**src/rtl/posit_defines.sv**
```systemverilog
// Shared widths, constants and the raw sum record for the ES=2 posit datapath.
package posit_defines;

  // Fraction bits carried by the raw sum format (hidden bit excluded).
  localparam int ABITS = 30;

  // Raw sum, MSB first: sgn, scale[7:0], fraction[ABITS-1:0], inf, zero.
  localparam int POSIT_SERIALIZED_WIDTH_SUM_ES2 = 1 + 8 + ABITS + 1 + 1;

  localparam int          POSIT_WIDTH_ES2     = 32;
  localparam logic [31:0] POSIT_NAR_ES2       = 32'h8000_0000;
  localparam int          POSIT_MAX_SCALE_ES2 = 120;

  typedef struct packed {
    logic                    sgn;
    logic signed [7:0]       scale;
    logic [ABITS-1:0]        fraction;
    logic                    inf;
    logic                    zero;
  } value_sum;

endpackage

```
**src/rtl/shift_right.sv**
```systemverilog
// Logical right shifter, zero fill.
module shift_right #(
  parameter int N = 64,
  parameter int S = 6
) (
  input  logic [N-1:0] a,
  input  logic [S-1:0] shamt,
  output logic [N-1:0] y
);

  assign y = a >> shamt;

endmodule

```
**src/rtl/posit_encode_4_raw.sv**
```systemverilog
// Raw ES=2 sum -> packed posit<32,2> encoder, latency 3 cycles, 1 op/cycle.
// Build option: define POSIT_ENCODE_RNE_EN for round-to-nearest-even;
// otherwise the magnitude is truncated (still clamped up to minpos).
module posit_encode_4_raw
  import posit_defines::*;
(
  input  logic                                      clk,
  input  logic                                      reset,
  input  logic [POSIT_SERIALIZED_WIDTH_SUM_ES2-1:0] in,
  input  logic                                      start,
  output logic [POSIT_WIDTH_ES2-1:0]                result,
  output logic                                      done
);

  localparam int SH_N     = 64;
  localparam int SH_S     = 6;
  localparam int BODY_PAD = SH_N - 3 - ABITS;

  localparam logic signed [7:0] SCALE_MAX  = 8'(POSIT_MAX_SCALE_ES2);
  localparam logic signed [7:0] SCALE_MIN  = -SCALE_MAX;
  localparam logic [30:0]       MAXPOS_MAG = 31'h7FFF_FFFF;
  localparam logic [30:0]       MINPOS_MAG = 31'h0000_0001;

  function automatic logic signed [7:0] sat_scale(input logic signed [7:0] s);
    if (s > SCALE_MAX) return SCALE_MAX;
    if (s < SCALE_MIN) return SCALE_MIN;
    return s;
  endfunction

`ifdef POSIT_ENCODE_RNE_EN
  // Nearest-even on the 31-bit magnitude; never carries into the sign bit
  // and never collapses a nonzero value to zero.
  function automatic logic [30:0] round_mag(input logic [30:0] mag,
                                            input logic        guard,
                                            input logic        sticky);
    logic [31:0] sum;
    sum = {1'b0, mag} + {31'd0, guard & (sticky | mag[0])};
    if (sum[31]) return MAXPOS_MAG;
    if (sum[30:0] == 31'd0) return MINPOS_MAG;
    return sum[30:0];
  endfunction
`else
  // Truncation: dropped bits are discarded, a zero magnitude becomes minpos.
  function automatic logic [30:0] round_mag(input logic [30:0] mag);
    if (mag == 31'd0) return MINPOS_MAG;
    return mag;
  endfunction
`endif

  function automatic logic [31:0] apply_sign(input logic sgn, input logic [30:0] mag);
    if (sgn) return ~{1'b0, mag} + 32'd1;
    return {1'b0, mag};
  endfunction

  // ---------------- stage 0: input capture and decode ----------------
  value_sum in_p0;
  logic     vld_p0;

  logic signed [7:0]  scale_s0;
  logic signed [7:0]  scale_c_s0;
  logic signed [5:0]  k_s0;
  logic               sat_hi_s0;
  logic               sat_lo_s0;
  logic               fill_s0;
  logic [SH_S-1:0]    run_s0;
  logic [SH_N-1:0]    body_s0;

  assign scale_s0   = in_p0.scale;
  assign scale_c_s0 = sat_scale(scale_s0);
  assign sat_hi_s0  = (scale_s0 >= SCALE_MAX);
  assign sat_lo_s0  = (scale_s0 <= SCALE_MIN);
  // k = scale >>> 2 is simply the upper six bits of the clamped scale.
  assign k_s0       = scale_c_s0[7:2];
  // Regime run bit: ones for k >= 0, zeros for k < 0.
  assign fill_s0    = ~k_s0[5];
  assign run_s0     = fill_s0 ? 6'(k_s0 + 6'sd1) : 6'(-k_s0);
  // Terminating regime bit, exponent, fraction, left-aligned; the run is
  // shifted in above it by stage 1.
  assign body_s0    = {~fill_s0, scale_c_s0[1:0], in_p0.fraction, {BODY_PAD{1'b0}}};

  // ---------------- stage 1: regime placement ----------------
  logic            sgn_p1, inf_p1, zero_p1, sat_hi_p1, sat_lo_p1, fill_p1;
  logic [SH_S-1:0] run_p1;
  logic [SH_N-1:0] body_p1;
  logic            vld_p1;

  logic [SH_N-1:0] shift_in_s1;
  logic [SH_N-1:0] shift_out_s1;
  logic [SH_N-1:0] placed_s1;

  // Shifting the inverted word with zero fill and inverting back yields a
  // ones-filled shift, so one logical shifter covers both regime polarities.
  assign shift_in_s1 = body_p1 ^ {SH_N{fill_p1}};

  shift_right #(
    .N(SH_N),
    .S(SH_S)
  ) u_regime_shift (
    .a    (shift_in_s1),
    .shamt(run_p1),
    .y    (shift_out_s1)
  );

  assign placed_s1 = shift_out_s1 ^ {SH_N{fill_p1}};

  // ---------------- stage 2: round, saturate, sign, specials ----------------
  logic        sgn_p2, inf_p2, zero_p2, sat_hi_p2, sat_lo_p2;
  logic [30:0] mag_p2;
  logic        vld_p2;
`ifdef POSIT_ENCODE_RNE_EN
  logic        guard_p2;
  logic        sticky_p2;
`else
  logic        unused_tail_s1;
  assign unused_tail_s1 = ^placed_s1[32:0];
`endif

  logic [30:0] mag_s2;
  logic [31:0] result_s2;

  // Valid pipeline and done strobe; an X on start is taken as no request.
  always_ff @(posedge clk or posedge reset) begin
    if (reset) begin
      vld_p0 <= 1'b0;
      vld_p1 <= 1'b0;
      vld_p2 <= 1'b0;
      done   <= 1'b0;
    end else begin
      if (start) vld_p0 <= 1'b1;
      else       vld_p0 <= 1'b0;
      vld_p1 <= vld_p0;
      vld_p2 <= vld_p1;
      done   <= vld_p2;
    end
  end

  // Data registers load every cycle; only the valid bits qualify them.
  always_ff @(posedge clk) begin
    in_p0     <= in;

    sgn_p1    <= in_p0.sgn;
    inf_p1    <= in_p0.inf;
    zero_p1   <= in_p0.zero;
    sat_hi_p1 <= sat_hi_s0;
    sat_lo_p1 <= sat_lo_s0;
    fill_p1   <= fill_s0;
    run_p1    <= run_s0;
    body_p1   <= body_s0;

    sgn_p2    <= sgn_p1;
    inf_p2    <= inf_p1;
    zero_p2   <= zero_p1;
    sat_hi_p2 <= sat_hi_p1;
    sat_lo_p2 <= sat_lo_p1;
    mag_p2    <= placed_s1[63:33];
`ifdef POSIT_ENCODE_RNE_EN
    guard_p2  <= placed_s1[32];
    sticky_p2 <= |placed_s1[31:0];
`endif
  end

  // Final word: specials first, then saturated scales, then rounded body.
  always_comb begin
    mag_s2    = MAXPOS_MAG;
    result_s2 = 32'd0;
    if (sat_hi_p2)      mag_s2 = MAXPOS_MAG;
    else if (sat_lo_p2) mag_s2 = MINPOS_MAG;
    else begin
`ifdef POSIT_ENCODE_RNE_EN
      mag_s2 = round_mag(mag_p2, guard_p2, sticky_p2);
`else
      mag_s2 = round_mag(mag_p2);
`endif
    end
    if (inf_p2)       result_s2 = POSIT_NAR_ES2;
    else if (zero_p2) result_s2 = 32'd0;
    else              result_s2 = apply_sign(sgn_p2, mag_s2);
  end

  // Output register holds its value between valid results.
  always_ff @(posedge clk or posedge reset) begin
    if (reset)       result <= '0;
    else if (vld_p2) result <= result_s2;
  end

endmodule

```
**config.mk**
```make
export PLATFORM = sky130hd
export DESIGN_NAME = posit_encode_4_raw
export DESIGN_NICKNAME = d
export VERILOG_FILES = /design/src/rtl/posit_defines.sv /design/src/rtl/shift_right.sv /design/src/rtl/posit_encode_4_raw.sv
export SDC_FILE = /design/constraint.sdc
export NUM_CORES = 1
export LEC_CHECK = 0
export BUFFER_PORTS_ARGS = -buffer_cell sky130_fd_sc_hd__buf_2
export CAP_MARGIN = 20
export CORE_MARGIN = 3
export CORE_UTILIZATION = 25
export DETAILED_ROUTE_END_ITERATION = 10
export HOLD_SLACK_MARGIN = 0.12
export PLACE_DENSITY_LB_ADDON = 0.15
export REMOVE_ABC_BUFFERS = 1
export SLEW_MARGIN = 20
export SYNTH_ARGS = -nofsm -noshare
export SYNTH_HDL_FRONTEND = slang
export SYNTH_SLANG_ARGS = --single-unit
```
**constraint.sdc**
```tcl
create_clock -name clk -period 3.2 [get_ports clk]
set_input_delay 0.32 -clock clk [delete_from_list [all_inputs] [get_ports clk]]
set_output_delay 0.32 -clock clk [all_outputs]
set_load 0.005 [all_outputs]
```
==> metrics.md <==
| Metric | Value |
|---|---|
| Status | complete, no violations |
| Fin crit share | 91.2% |
| Family with the most delay on the worst path | simple AND/OR/NAND/NOR gates |
| Final min period | 2.92 ns |
| Worst Max-Slew Pin Slew | 0.882 ns |
| Number of global-route vias before repair | 6284 |
| DP Worst Slack | 0.0649 ns |
| Finished Core Util | roughly 32% |
| WP buf/inv | 0 |
| WP data arrival | 3.24 ns |
| Die ar. | 33000 um2 |
| Unrepaired setup endpoints after global routing | no |
| Crit. End Element | register |
| CP Max Fanout | 7 |
| Synthesized area | 7720 um2 |
| Hold Path Class | reg2reg |
| Die width | ~180 um |
| Sequential-to-total area share from yosys stat | 42.2% |
| Ys Warns | 0 |
| Cells after DPL | 1233 |
| Clock skew | 0.00991 ns |
| Post-Syn Area per Cell | about 9.9 um2 |
| Vias per cell | 4.82 |
| Peak ir drop on the vdd network | 0.362 mV |
| Die Height | approximately 180 um |
| CP Class | reg2reg |
| Leakage | 0.00401 uW |
| CTS tree | built |
| Distinct cells, synth | 78 |
| Initial DRC count | 488 |
| Core Box Area | 30000 um2 |
| P per Cell Area | about 640 nW/um2 |
| CTS clk-pin slew, worst paths | 0.07 ns |
| Clk sinks | roughly 150 |
| Final-stage net count | between 900 and 1000 |
| Final Non-Filler Cells | 1306 |
| Worst Path Required | 3.52 ns |
| Initial Util | 25.7% |
| Leading cell type in the layout, fill and taps excluded | dfxtp_1 |
| Post-synth EDFFs | 0 |
| Rows | 63 |
| TritonCTS buffer count | 17 |
| Antenna-violating nets left | 0 |
| Clock tree buffer depth | 2 |
| Most frequent cells in the layout | 115 x dfxtp_1, 74 x buf_2, 63 x nor2_1, 62 x a21oi_1, 52 x nand2_1 |
| Final setup margin | between 0.2 and 0.3 ns |
| FMAX | 343 MHz |
| Placer congestion estimate | 0.830 |
| Final WL | roughly 22 mm |
| DP Wirelength | 16.4 mm |
| H-Tree Depth | 4 |
| Yosys reg bits | 154 |
| Max-cap check violation count | 0 |
| Max_slew headroom | about two fifths |
| First-pass GRT wire length | 36.1 mm |
| Crit start category | register |
| Clock latency on the worst-skew pair | 0.43 ns |
| Diode count | 0 |
| Critical path's slowest cell | or3_4 |
| Gr ovfl total | 0 |
| Ports | 77 |
| Share of layout cells above drive strength 1 | 23.3% |
| Post-CTS setup buffer count | 0 |
| Final Hold Vio Count | 0 |
| Root Buffer | clkbuf_16 |
| Asr flop ratio synth | 23.4% |
| Initial antenna violation count | 0 |
| First-pass iteration count of the detailed router | 5 |
| Syn Inst Count | 779 |
| Mean routed wirelength per cell | ~17 um |
| Number of remaining DRC errors | 0 |
| Tot GR Track Use | 13.6% |
| I/O Buffers | 74 |
| Via count | between 6000 and 7000 |
| Final Max Tran Viols | 0 |
| P&R area growth vs syn | 25.5% |
| Critical-path cell list | nor2_1 > and4_1 > a31o_2 > nor3_2 > ha_1 > nor2b_1 > o2111ai_1 > or3_4 > o41ai_2 > xor2_1 > a22o_1 |
| Slowest stage delay, CP | 0.43 ns |
| Main synth FF type | dfxtp_1 |
| Final setup violating endpoints | 0 |
| Largest net degree at the start of global routing | 39 |
| Hold slack | 0.325 ns |
[flip-flops by register name (all words and copies together), names as in the netlist, 3 cells and up]
register,cells
body_p1,31
mag_p2,31
scale_s0,8
run_p1,6
result,32
in_p0,3
body_s0,28
[path summary, 6_finish.rpt]
kind                                     startpoint                      to  slack [ns]  cells after the start
worst min register to register  body_s0[55]$_DFF_P_     body_p1[55]$_DFF_P_        0.32                      0
worst max-delay path             mag_p2[18]$_DFF_P_  result[24]$_DFFE_PP0P_        0.28                     11
min in group asynchronous                     reset        vld_p2$_DFF_PP0_        0.54                      4
worst min-delay path            body_s0[55]$_DFF_P_     body_p1[55]$_DFF_P_        0.32                      0
worst max register to register   mag_p2[18]$_DFF_P_  result[24]$_DFFE_PP0P_        0.28                     11
max in group asynchronous                     reset  result[13]$_DFFE_PP0P_        2.33                      4
[power by group]
| part | internal [uW] | switching, uW | leakage [uW] | total, uW |
|---|---|---|---|---|
| Combinational | 772 | 910 | 0.00224 | 1680 |
| Clock | 1350 | 828 | 0.000307 | 2180 |
| Sequential | 2130 | 251 | 0.00147 | 2390 |
| Total | 4260 | 1990 | 0.00401 | 6250 |
[worst reg2reg max path, delay by kind of cell, from the launching register on]
kind	cells	cell delay, ns
and+or+nand+nor	5	1.09
xor gates and xnor gates	1	0.11
AOI/OAI and AO/OA	4	1.00
adders and majority gates	1	0.20
DFF	1	0.41
[routing by layer]
metal	share of wire [%]	vias to the layer above	global-route usage, %
met3	4.1	18	3.00
met2	45	147	21.2
met1	49	2983	19.0
li1	-	3148	-
met5	0	-	0
met4	1.3	0	3.78
[Yosys cell counts (all sizes together), types with 14 or more instances]
| master | n | share of area [%] |
|---|---|---|
| clkbuf | 21 | 1.0 |
| nor3 | 31 | 2.2 |
| nor2 | 63 | 3.1 |
| nand2 | 52 | 2.5 |
| dfxtp | 118 | 31 |
| a21oi | 62 | 4.0 |
| mux2 | 14 | 2.0 |
| inv | 18 | 0.87 |
| buf | 32 | 2.7 |
| mux4 | 25 | 7.3 |
| xnor2 | 22 | 2.5 |
| mux2i | 42 | 5.5 |
| a22o | 28 | 3.2 |
| dfrtp | 36 | 12 |
| xor2 | 19 | 2.2 |
| o21ai | 33 | 2.1 |
[through the flow]
step / power, uW / instance area, um2 / setup TNS (ns)
final: 6250 / 9700 / 0
after global routing: 6630 / 9700 / 0
after CTS: 6330 / 9690 / 0
after detailed placement: 4070 / 8630 / 0
after global placement: 4080 / 8630 / 0
after floorplan: 3430 / 7440 / -0.122
[timing repair]
item,in CTS,in global routing
setup endpoints to repair,0,6
hold buffers,41,0
gates resized for setup,0,2
endpoints found under the hold margin,76,0
[kinds of logic (layout without fill, tap and decap cells)]
kind of cell	count (synthesis)	after routing	share of synthesized area [%]
AOI/OAI and AO/OA	209	209	18.9
xor gates and xnor gates	41	41	4.65
adders and majority gates	4	4	0.648
buffers and inverters	72	209	4.65
DFF	154	154	42.2
muxes	81	81	14.8
and+or+nand+nor	218	218	14.1
[final cells by class]
class / count / area, um2
Clock buffer: 19 / 453
Clock inverter: 13 / 188
Fill cell: 3110 / 20300
Inverter: 19 / 71.3
Multi-Input combinational cell: 553 / 4110
Sequential cell: 154 / 3270
Tap cell: 390 / 488
Timing Repair Buffer: 158 / 1120
No activity file was read; power rests on OpenSTA's default activity.
